[config.mk]
export PLATFORM = sky130hd
export DESIGN_NAME = gal
export DESIGN_NICKNAME = d
export VERILOG_FILES = /design/src/rtl/gal.sv
export SDC_FILE = /design/constraint.sdc
export NUM_CORES = 1
export LEC_CHECK = 0
export CAP_MARGIN = 20
export CORE_MARGIN = 3
export CORE_UTILIZATION = 47
export DETAILED_ROUTE_END_ITERATION = 8
export PLACE_DENSITY = 0.78
export RECOVER_POWER = 25
export SLEW_MARGIN = 0
export SYNTH_ARGS = -nofsm -noshare
export SYNTH_HDL_FRONTEND = slang
export SYNTH_SLANG_ARGS = --single-unit
[constraint.sdc]
create_clock -name clk_i -period 2.7 [get_ports clk_i]
set_input_delay 0.54 -clock clk_i [delete_from_list [all_inputs] [get_ports clk_i]]
set_output_delay 0.54 -clock clk_i [all_outputs]
set_load 0.05 [all_outputs]
[src/rtl/gal.sv]
// ============================================================================
//  Module   : gal
//  Brief    : Programmable AND/OR array with macrocells and a serial config
//             loader. The GAL_CHECKSUM_EN macro enables the XOR checksum of
//             the configuration words.
//  Revision : 1.0
// ============================================================================
`default_nettype none

module gal #(
    parameter int NUM_INPUTS  = 2,
    parameter int NUM_OUTPUTS = 1,
    parameter int NUM_TERMS   = 2,
    parameter int CFG_WORD_W  = 8
) (
    input  logic                   clk_i,
    input  logic                   rst_ni,
    input  logic                   prog_start_i,
    input  logic                   cfg_valid_i,
    input  logic [CFG_WORD_W-1:0]  cfg_data_i,
    output logic                   cfg_ready_o,
    output logic                   configured_o,
    input  logic [NUM_INPUTS-1:0]  inputs_i,
    output logic [NUM_OUTPUTS-1:0] outputs_o,
    output logic [CFG_WORD_W-1:0]  checksum_o
);

    localparam int NUM_LITS  = NUM_INPUTS + NUM_OUTPUTS;
    localparam int TERM_W    = 2 * NUM_LITS;
    localparam int AND_BITS  = NUM_OUTPUTS * NUM_TERMS * TERM_W;
    localparam int CFG_BITS  = AND_BITS + 2 * NUM_OUTPUTS;
    localparam int NUM_WORDS = (CFG_BITS + CFG_WORD_W - 1) / CFG_WORD_W;
    localparam int CNT_W     = (NUM_WORDS > 1) ? $clog2(NUM_WORDS) : 1;

    typedef enum logic [1:0] {
        UNCONF = 2'd0,
        LOAD   = 2'd1,
        RUN    = 2'd2
    } state_t;

    state_t                 state;
    logic [CNT_W-1:0]       word_cnt;
    logic [CFG_BITS-1:0]    cfg;
    logic [CFG_BITS-1:0]    cfg_next;
    logic [NUM_OUTPUTS-1:0] q;
    logic [NUM_OUTPUTS-1:0] d;
    logic [NUM_OUTPUTS-1:0] mode;
    logic [NUM_LITS-1:0]    sig;
    logic [TERM_W-1:0]      lit;
    logic                   transfer;
    logic                   last_word;

    // Feedback is taken from the flip-flops only, so no configuration can
    // close a combinational loop.
    assign sig = {q, inputs_i};

    generate
        for (genvar s = 0; s < NUM_LITS; s++) begin : g_lit
            assign lit[2*s]   = sig[s];
            assign lit[2*s+1] = ~sig[s];
        end

        for (genvar m = 0; m < NUM_OUTPUTS; m++) begin : g_cell
            logic [NUM_TERMS-1:0] term;
            for (genvar p = 0; p < NUM_TERMS; p++) begin : g_term
                logic [TERM_W-1:0] mask;
                assign mask    = cfg[(m*NUM_TERMS+p)*TERM_W +: TERM_W];
                // An empty term is forced to 0 rather than the AND identity.
                assign term[p] = (|mask) & (&(lit | ~mask));
            end
            assign d[m]    = (|term) ^ cfg[AND_BITS + 2*m];
            assign mode[m] = cfg[AND_BITS + 2*m + 1];
        end
    endgenerate

    // Only bits that fall inside the current word are replaced; padding bits
    // of the final word have no destination and drop out naturally.
    always_comb begin
        cfg_next = cfg;
        for (int i = 0; i < CFG_BITS; i++) begin
            if (word_cnt == CNT_W'(i / CFG_WORD_W)) begin
                cfg_next[i] = cfg_data_i[i % CFG_WORD_W];
            end
        end
    end

    assign transfer  = (state == LOAD) && cfg_valid_i;
    assign last_word = (word_cnt == CNT_W'(NUM_WORDS - 1));

    always_ff @(posedge clk_i or negedge rst_ni) begin
        if (!rst_ni) begin
            state    <= UNCONF;
            word_cnt <= '0;
            cfg      <= '0;
            q        <= '0;
        end else if (prog_start_i) begin
            state    <= LOAD;
            word_cnt <= '0;
            q        <= '0;
        end else begin
            case (state)
                LOAD: begin
                    if (transfer) begin
                        cfg <= cfg_next;
                        if (last_word) begin
                            state    <= RUN;
                            word_cnt <= '0;
                        end else begin
                            word_cnt <= word_cnt + 1'b1;
                        end
                    end
                end
                RUN:     q <= d;
                default: ;
            endcase
        end
    end

    assign cfg_ready_o  = (state == LOAD);
    assign configured_o = (state == RUN);
    assign outputs_o    = configured_o ? ((mode & q) | (~mode & d)) : '0;

`ifdef GAL_CHECKSUM_EN
    logic [CFG_WORD_W-1:0] checksum_q;

    always_ff @(posedge clk_i or negedge rst_ni) begin
        if (!rst_ni) begin
            checksum_q <= '0;
        end else if (prog_start_i) begin
            checksum_q <= '0;
        end else if (transfer) begin
            checksum_q <= checksum_q ^ cfg_data_i;
        end
    end

    assign checksum_o = checksum_q;
`else
    assign checksum_o = '0;
`endif

endmodule

`default_nettype wire

==> results.md, run 1 <==
- Status: finished with violations
- Failing checks: setup timing
- Crit path time final: roughly 2.7 ns
- Initial antenna violation count: 0
- Syn Std Cell Area: around 940 um^2
- Gr ovfl total: 0
- H-tree depth: 1
- Worst VDD drop: about 0.52 mV
- CP Capture Type: primary output
- Power Density: approximately 770 nW/um^2
- Routed WL per cell: 13.80 um
- CP Launch Type: register
- Die area: between 2000 and 3000 um^2
- Avg Vias per Cell: approximately 5.3
- CP delay by family, top: simple AND/OR/NAND/NOR gates
- Gr usage total: 0.1607
- Number of clock sinks: 18
- Setup_tns: -0.001155 ns
- Final worst path period share: 1.000
- Vias in the first global route: 660
- Slew headroom: 0.4841
- RSZ-0062 raised after global routing: true
- WHS: ~0.55 ns
- Endpoints failing hold: 0
- Routability cong.: ~0.76
- Worst path bufs/invs: 1
- Placed wire-length estimate: between 1000 and 1500 um
- Leakage: approximately 0.5 nW
- Setup repair bufs after CTS: 0
- Maximum root-to-sink buffer count: 2
- Pin count of the biggest net entering global routing: 19
- # DRC: 0
- Critical Path, Cell by Cell: or4_4 > nor3_4 > o22ai_2 > nor4b_4 > a311o_1 > buf_12
- Sequential cell area fraction in the yosys report: 0.4775
- Starting Density: 0.5236
- Nets: around 110
- MaxCap Viol Count: 0
- Pins over their slew limit: 0
- Pre-CTS setup slack: -0.02967 ns
- Worst slew pin tran: 0.7713 ns
- Kind of critical path: reg -> out
- Ant diodes: 0
- Crit Path Max Fanout: 3
- CTS tree: yes
- Drt pass-1 iters: 2
- Port buffer count: 16
- Worst EP required: about 2.2 ns
- Yosys cell types: 26
- CP peak stage delay: approximately 0.56 ns
- Worst path slowest cell: or4_4
- Routed via count: 650
- Clk_lat worst skew: slightly above 0.3 ns
- First-pass GRT wire length: between 2000 and 3000 um
- Area grow syn2layout: 25.46%
- Overall power: roughly 0.9 mW
- Final ANT Viol Nets: 0
- Syn_area_per_cell: between 10 and 15 um^2
- Clock-pin slew on the worst setup and hold paths: 0.11 ns
- Wirelength, routed: about 1700 um
- # IOs: 25
- Synth Instances: 78
- Core Footprint: between 1500 and 2000 um^2
- F_max: between 300 and 400 MHz
- Die Y: 50.80 um
- Clock Skews: 0.002790 ns
- CTS Hold Buffers Added: 0
- Root Buffer: clkbuf_4
- Final worst setup slack: -0.001155 ns
- TritonCTS Buffers: 3
- Final setup viols: 1
- Synth Register Bits: 18
- Crit path DAT: 2.16 ns
- HP Class: reg -> reg
- FP Rows: 15
- Drt initial violations: 5
- Share of cells above drive strength 1: 0.2653
- Synthesis Warnings: 0
- Die Width: between 50 and 60 um
- Number of fill cells in the layout: about 150
## through the flow
step           cell area, um^2  std cells  utilization
2_1_floorplan            969.7         85            -
3_3_place_gp              1121        119       0.6222
3_5_place_dp              1121        119       0.6222
4_1_cts                   1167        123       0.6479
5_1_grt                   1184        123       0.6569
6_report                  1184        123       0.6569
## path summary, 6_finish.rpt
| path | startpoint | endpoint | slack (ns) | depth (start not counted) |
|---|---|---|---|---|
| min in group asynchronous | rst_ni | state[0]$_DFFE_PN0P_ | 0.74 | 1 |
| max in group asynchronous | rst_ni | cfg[7]$_DFFE_PN0P_ | 1.49 | 1 |
| worst min register to register | cfg[4]$_DFFE_PN0P_ | cfg[4]$_DFFE_PN0P_ | 0.55 | 1 |
| worst max-delay path | cfg[2]$_DFFE_PN0P_ | outputs_o | -0.001 | 6 |
| worst min-delay path | cfg[4]$_DFFE_PN0P_ | cfg[4]$_DFFE_PN0P_ | 0.55 | 1 |
| worst max register to register | cfg[2]$_DFFE_PN0P_ | q$_DFFE_PN0P_ | 0.87 | 5 |
## layer usage
layer  vias up  global-route usage  wire length, um
met5         -                   0                0
met1       313              0.1789              739
met4         0              0.1345               80
met2        20              0.2522              784
li1        310                   -                -
met3         7             0.04451               93
## sequential cells by signal (all words and copies together) (netlist names)
name       flops
cfg           14
state          2
last_word      1
q              1
## cells in the final DEF (no fill, tap or decap), drive strengths merged
cell / synthesis / routed
nand3: 2 / 2
conb: 1 / 8
or4b: 1 / 1
dlygate4sd3: 0 / 2
o22ai: 1 / 1
mux2: 13 / 13
mux2i: 6 / 6
o21ai: 2 / 2
buf: 9 / 3
dfrtp: 18 / 18
nor3: 4 / 4
dlygate4sd2: 0 / 2
nand2b: 3 / 3
nor2b: 1 / 1
inv: 3 / 3
nor4b: 1 / 1
xor2: 1 / 1
nor4: 2 / 2
a221o: 1 / 1
a31oi: 1 / 1
nand2: 3 / 3
clkbuf: 0 / 4
a311o: 1 / 1
clkdlybuf4s50: 0 / 11
or4: 2 / 2
nor2: 2 / 2
## worst reg2reg max path, stage by stage (launching register included)
cell,delay [ns]
dfrtp_1,0.42
or4_4,0.56
nor3_4,0.14
o22ai_2,0.12
buf_4,0.15
a221o_2,0.33
## what timing repair did
item                                    CTS  global route
resized for setup                         4             3
pin swaps                                 2             2
hold endpoints to repair                  0             0
endpoints found under the setup margin    1             1
## Yosys cell counts
master / number / area (um^2)
mux2i_1: 6 / 60.06
a221o_2: 1 / 11.26
xor2_1: 1 / 8.760
nand2_1: 3 / 11.26
or4b_1: 1 / 10.01
nand3_1: 2 / 10.01
o21ai_0: 2 / 10.01
nand2b_1: 3 / 18.77
nor4b_4: 1 / 23.77
mux2_1: 3 / 33.78
or4_1: 1 / 7.510
or4_4: 1 / 11.26
nor4_1: 2 / 12.51
nor2_1: 2 / 7.510
nor3_2: 3 / 30.03
o22ai_1: 1 / 6.260
conb_1: 1 / 3.750
mux2_2: 10 / 112.6
nor2b_1: 1 / 6.260
buf_4: 8 / 60.06
nor3_1: 1 / 5.000
a311o_1: 1 / 10.01
dfrtp_1: 18 / 450.4
buf_2: 1 / 5.000
inv_1: 3 / 11.26
a31oi_1: 1 / 6.260
## power by group
group	internal, mW	leakage (nW)	switching (mW)	total (mW)
Clock	0.0826	0.0210	0.0918	0.174
Combinational	0.153	0.272	0.131	0.284
Sequential	0.362	0.216	0.0937	0.456
## kinds of logic (layout without fill, tap and decap cells)
family / after synthesis / after routing / synth area share
simple gates: 21 / 21 / 0.1631
mux: 19 / 19 / 0.2188
flops: 18 / 18 / 0.4775
buf+inv: 12 / 25 / 0.08090
compound gates: 6 / 6 / 0.04643
other cells: 1 / 8 / 0.003975
xor+xnor: 1 / 1 / 0.009286
## layout make-up
class / count / area (um^2) / share of cell area
well taps: 25 / 31.28 / 0.02643
multi-input cells: 55 / 471.7 / 0.3985
repair buffers: 18 / 182.7 / 0.1543
inverters: 3 / 11.26 / 0.009514
clock buffers: 4 / 36.28 / 0.03066
flip-flops and latches: 18 / 450.4 / 0.3805
Note: power is estimated with default switching activity, not from simulation.
==> run 2: changes to the inputs <==
--- a/config.mk
+++ b/config.mk
@@ -5,8 +5,8 @@
 export SDC_FILE = /design/constraint.sdc
 export NUM_CORES = 1
 export LEC_CHECK = 0
-export CAP_MARGIN = 20
-export CORE_MARGIN = 3
+export ABC_CLOCK_PERIOD_IN_PS = 2700
+export CAP_MARGIN = 30
 export CORE_UTILIZATION = 47
 export DETAILED_ROUTE_END_ITERATION = 8
 export PLACE_DENSITY = 0.78
==> results.md, run 2 (synthesis results as in run 1) <==
- Starting Density: 0.5236
- Setup_tns: 0 ns
- CTS tree: yes
- Hold Path Stages: 1
- End of the worst hold path: cfg[11]$_DFFE_PN0P_
- R2R Setup Slk: 0.87 ns
- Core Footprint: 1802 um^2
- Crit path DAT: 2.15 ns
- Gr usage total: 0.1984
- RSZ-0062 raised after global routing: true
- Drt pass-1 iters: 4
- Clock Skews: ~0.0037 ns
- Endpoints failing hold: 0
- CP Launch Type: register
- Die Y: about 47 um
- Worst slew pin tran: 0.8057 ns
- Overall power: roughly 0.96 mW
- TritonCTS Buffers: 3
- Largest register FFs: 14
- Most common cell after layout, fill and taps aside: dfrtp_1
- # DRC: 0
- Final ANT Viol Nets: 0
- Power Density: approximately 800 nW/um^2
- Initial antenna violation count: 0
- H-tree depth: 1
- Sw frac: 0.3429
- Crit path time final: approximately 2.7 ns
- Clk_lat worst skew: about 0.29 ns
- Share of cells above drive strength 1: 0.2745
- Port buffer count: 16
- Worst VDD drop: around 0.47 mV
- Slew headroom: 0.4611
- Routability cong.: between 0.7 and 0.8
- Worst Min Path Start: cfg[11]$_DFFE_PN0P_
- Drt initial violations: 5
- Die area: approximately 2200 um^2
- Pin count of the biggest net entering global routing: 19
- Crit Path Max Fanout: 3
- Number of clock sinks: 18
- Routed WL per cell: ~14 um
- Reg with most FFs: cfg
- Pint: approximately 0.63 mW
- R2R cell count: 7
- Sequential power share: 0.476
- Leakage: 0.5317 nW
- Maximum root-to-sink buffer count: 2
- Gr ovfl total: 0
- # IOs: 25
- Wirelength, routed: roughly 1800 um
- HP Class: reg -> reg
- Finished Layout Cells: 127
- F_max: 371.8 MHz
- Placed wire-length estimate: between 1000 and 1500 um
- Area grow syn2layout: 27.98%
- Placed Area: roughly 1100 um^2
- Final worst path period share: 0.9963
- Die Width: around 47 um
- Combinational share of power: 0.350
- Routed via count: roughly 650
- CP Capture Type: primary output
- Status: complete, no violations
- Worst EP required: around 2.2 ns
- Kind of critical path: reg -> out
- Avg Vias per Cell: around 5.1
- Final setup viols: 0
- MaxCap Viol Count: 0
- RR Endpoint: q$_DFFE_PN0P_
- Pins over their slew limit: 0
- Clock power frac: 0.174
- Vias in the first global route: 656
- Ant diodes: 0
- Psw: 0.3304 mW
- Largest registers: cfg (14), state (2)
- Final core utilization: 0.6701
- Commonest cells after routing, fill and taps aside: 18 x dfrtp_1, 11 x clkdlybuf4s50_1, 10 x mux2_2
- Root Buffer: clkbuf_4
- First-pass GRT wire length: 2939 um
- Finished Cell Area: approximately 1200 um^2
- FP Rows: 15
- Placed insts: between 100 and 150
- Nets: ~120
- Clock-pin slew on the worst setup and hold paths: about 0.11 ns
- Worst flop-to-flop path startpoint: cfg[4]$_DFFE_PN0P_
==> run 2: cell count changes in the layout (fill, tap and decap cells not counted), sizes merged <==
cell,before,now
buf,3,6
clkbuf,4,5
dlygate4sd2,2,1
dlymetal6s2s,0,1
==> run 2: worst max path at each step <==
stage	from	endpoint	slack (ns)	depth (start not counted)
after floorplan	cfg[2]$_DFFE_PN0P_	outputs_o	0.38	5
after global placement	inputs_i[1]	outputs_o	-0.05	7
after detailed placement	inputs_i[0]	outputs_o	-0.10	7
after CTS	cfg[9]$_DFFE_PN0P_	outputs_o	-0.01	6
after global routing	cfg[4]$_DFFE_PN0P_	outputs_o	-0.07	6
final	cfg[4]$_DFFE_PN0P_	outputs_o	0.01	6
==> run 2: power by group through the flow <==
stage | Sequential (mW) | Combinational [mW] | Clock [mW]
after global routing | 0.470 | 0.364 | 0.180
after detailed placement | 0.457 | 0.265 | 0
after global placement | 0.451 | 0.258 | 0
after floorplan | 0.430 | 0.205 | 0
after CTS | 0.452 | 0.321 | 0.176
final | 0.459 | 0.337 | 0.168
==> run 2: repair_timing <==
item / 4_1_cts / 5_1_grt
hold buffers: 0 / 0
setup endpoints to repair: 1 / 1
pin swaps: 4 / 5
buffers inserted: 3 / 1
resized for setup: 4 / 2
==> run 2: worst max-delay path: stages, from the launching register on <==
cell	delay (ns)
dfrtp_1	0.41
or4_4	0.55
nor3_4	0.13
o22ai_2	0.11
nor4b_4	0.14
a311o_1	0.36
buf_12	0.16
==> run 2: per-layer routing <==
| metal | global-route usage | vias to the layer above | share of wire |
|---|---|---|---|
| li1 | - | 313 | - |
| met1 | 0.2691 | 318 | 0.45 |
| met2 | 0.3139 | 17 | 0.51 |
| met3 | 0.02308 | 5 | 0.020 |
| met4 | 0.1029 | 0 | 0.022 |
| met5 | 0 | - | 0 |
==> run 2: per-stage QoR <==
| step | hold WS, ns | worst slack [ns] |
|---|---|---|
| final | 0.5582 | 0.01008 |
| after global placement | 0.5076 | -0.04675 |
| after detailed placement | 0.5225 | -0.1031 |
| after global routing | 0.5759 | -0.06833 |
| after CTS | 0.5579 | -0.01336 |
| after floorplan | 0.2444 | 0.3795 |
==> run 2: area by class of cell <==
class,count,area (um^2)
clock buffer,4,36.28
fill,144,594.3
inverter,3,11.26
multi-input combinational,55,465.4
sequential,18,450.4
tap,25,31.28
timing repair buffer,22,212.7
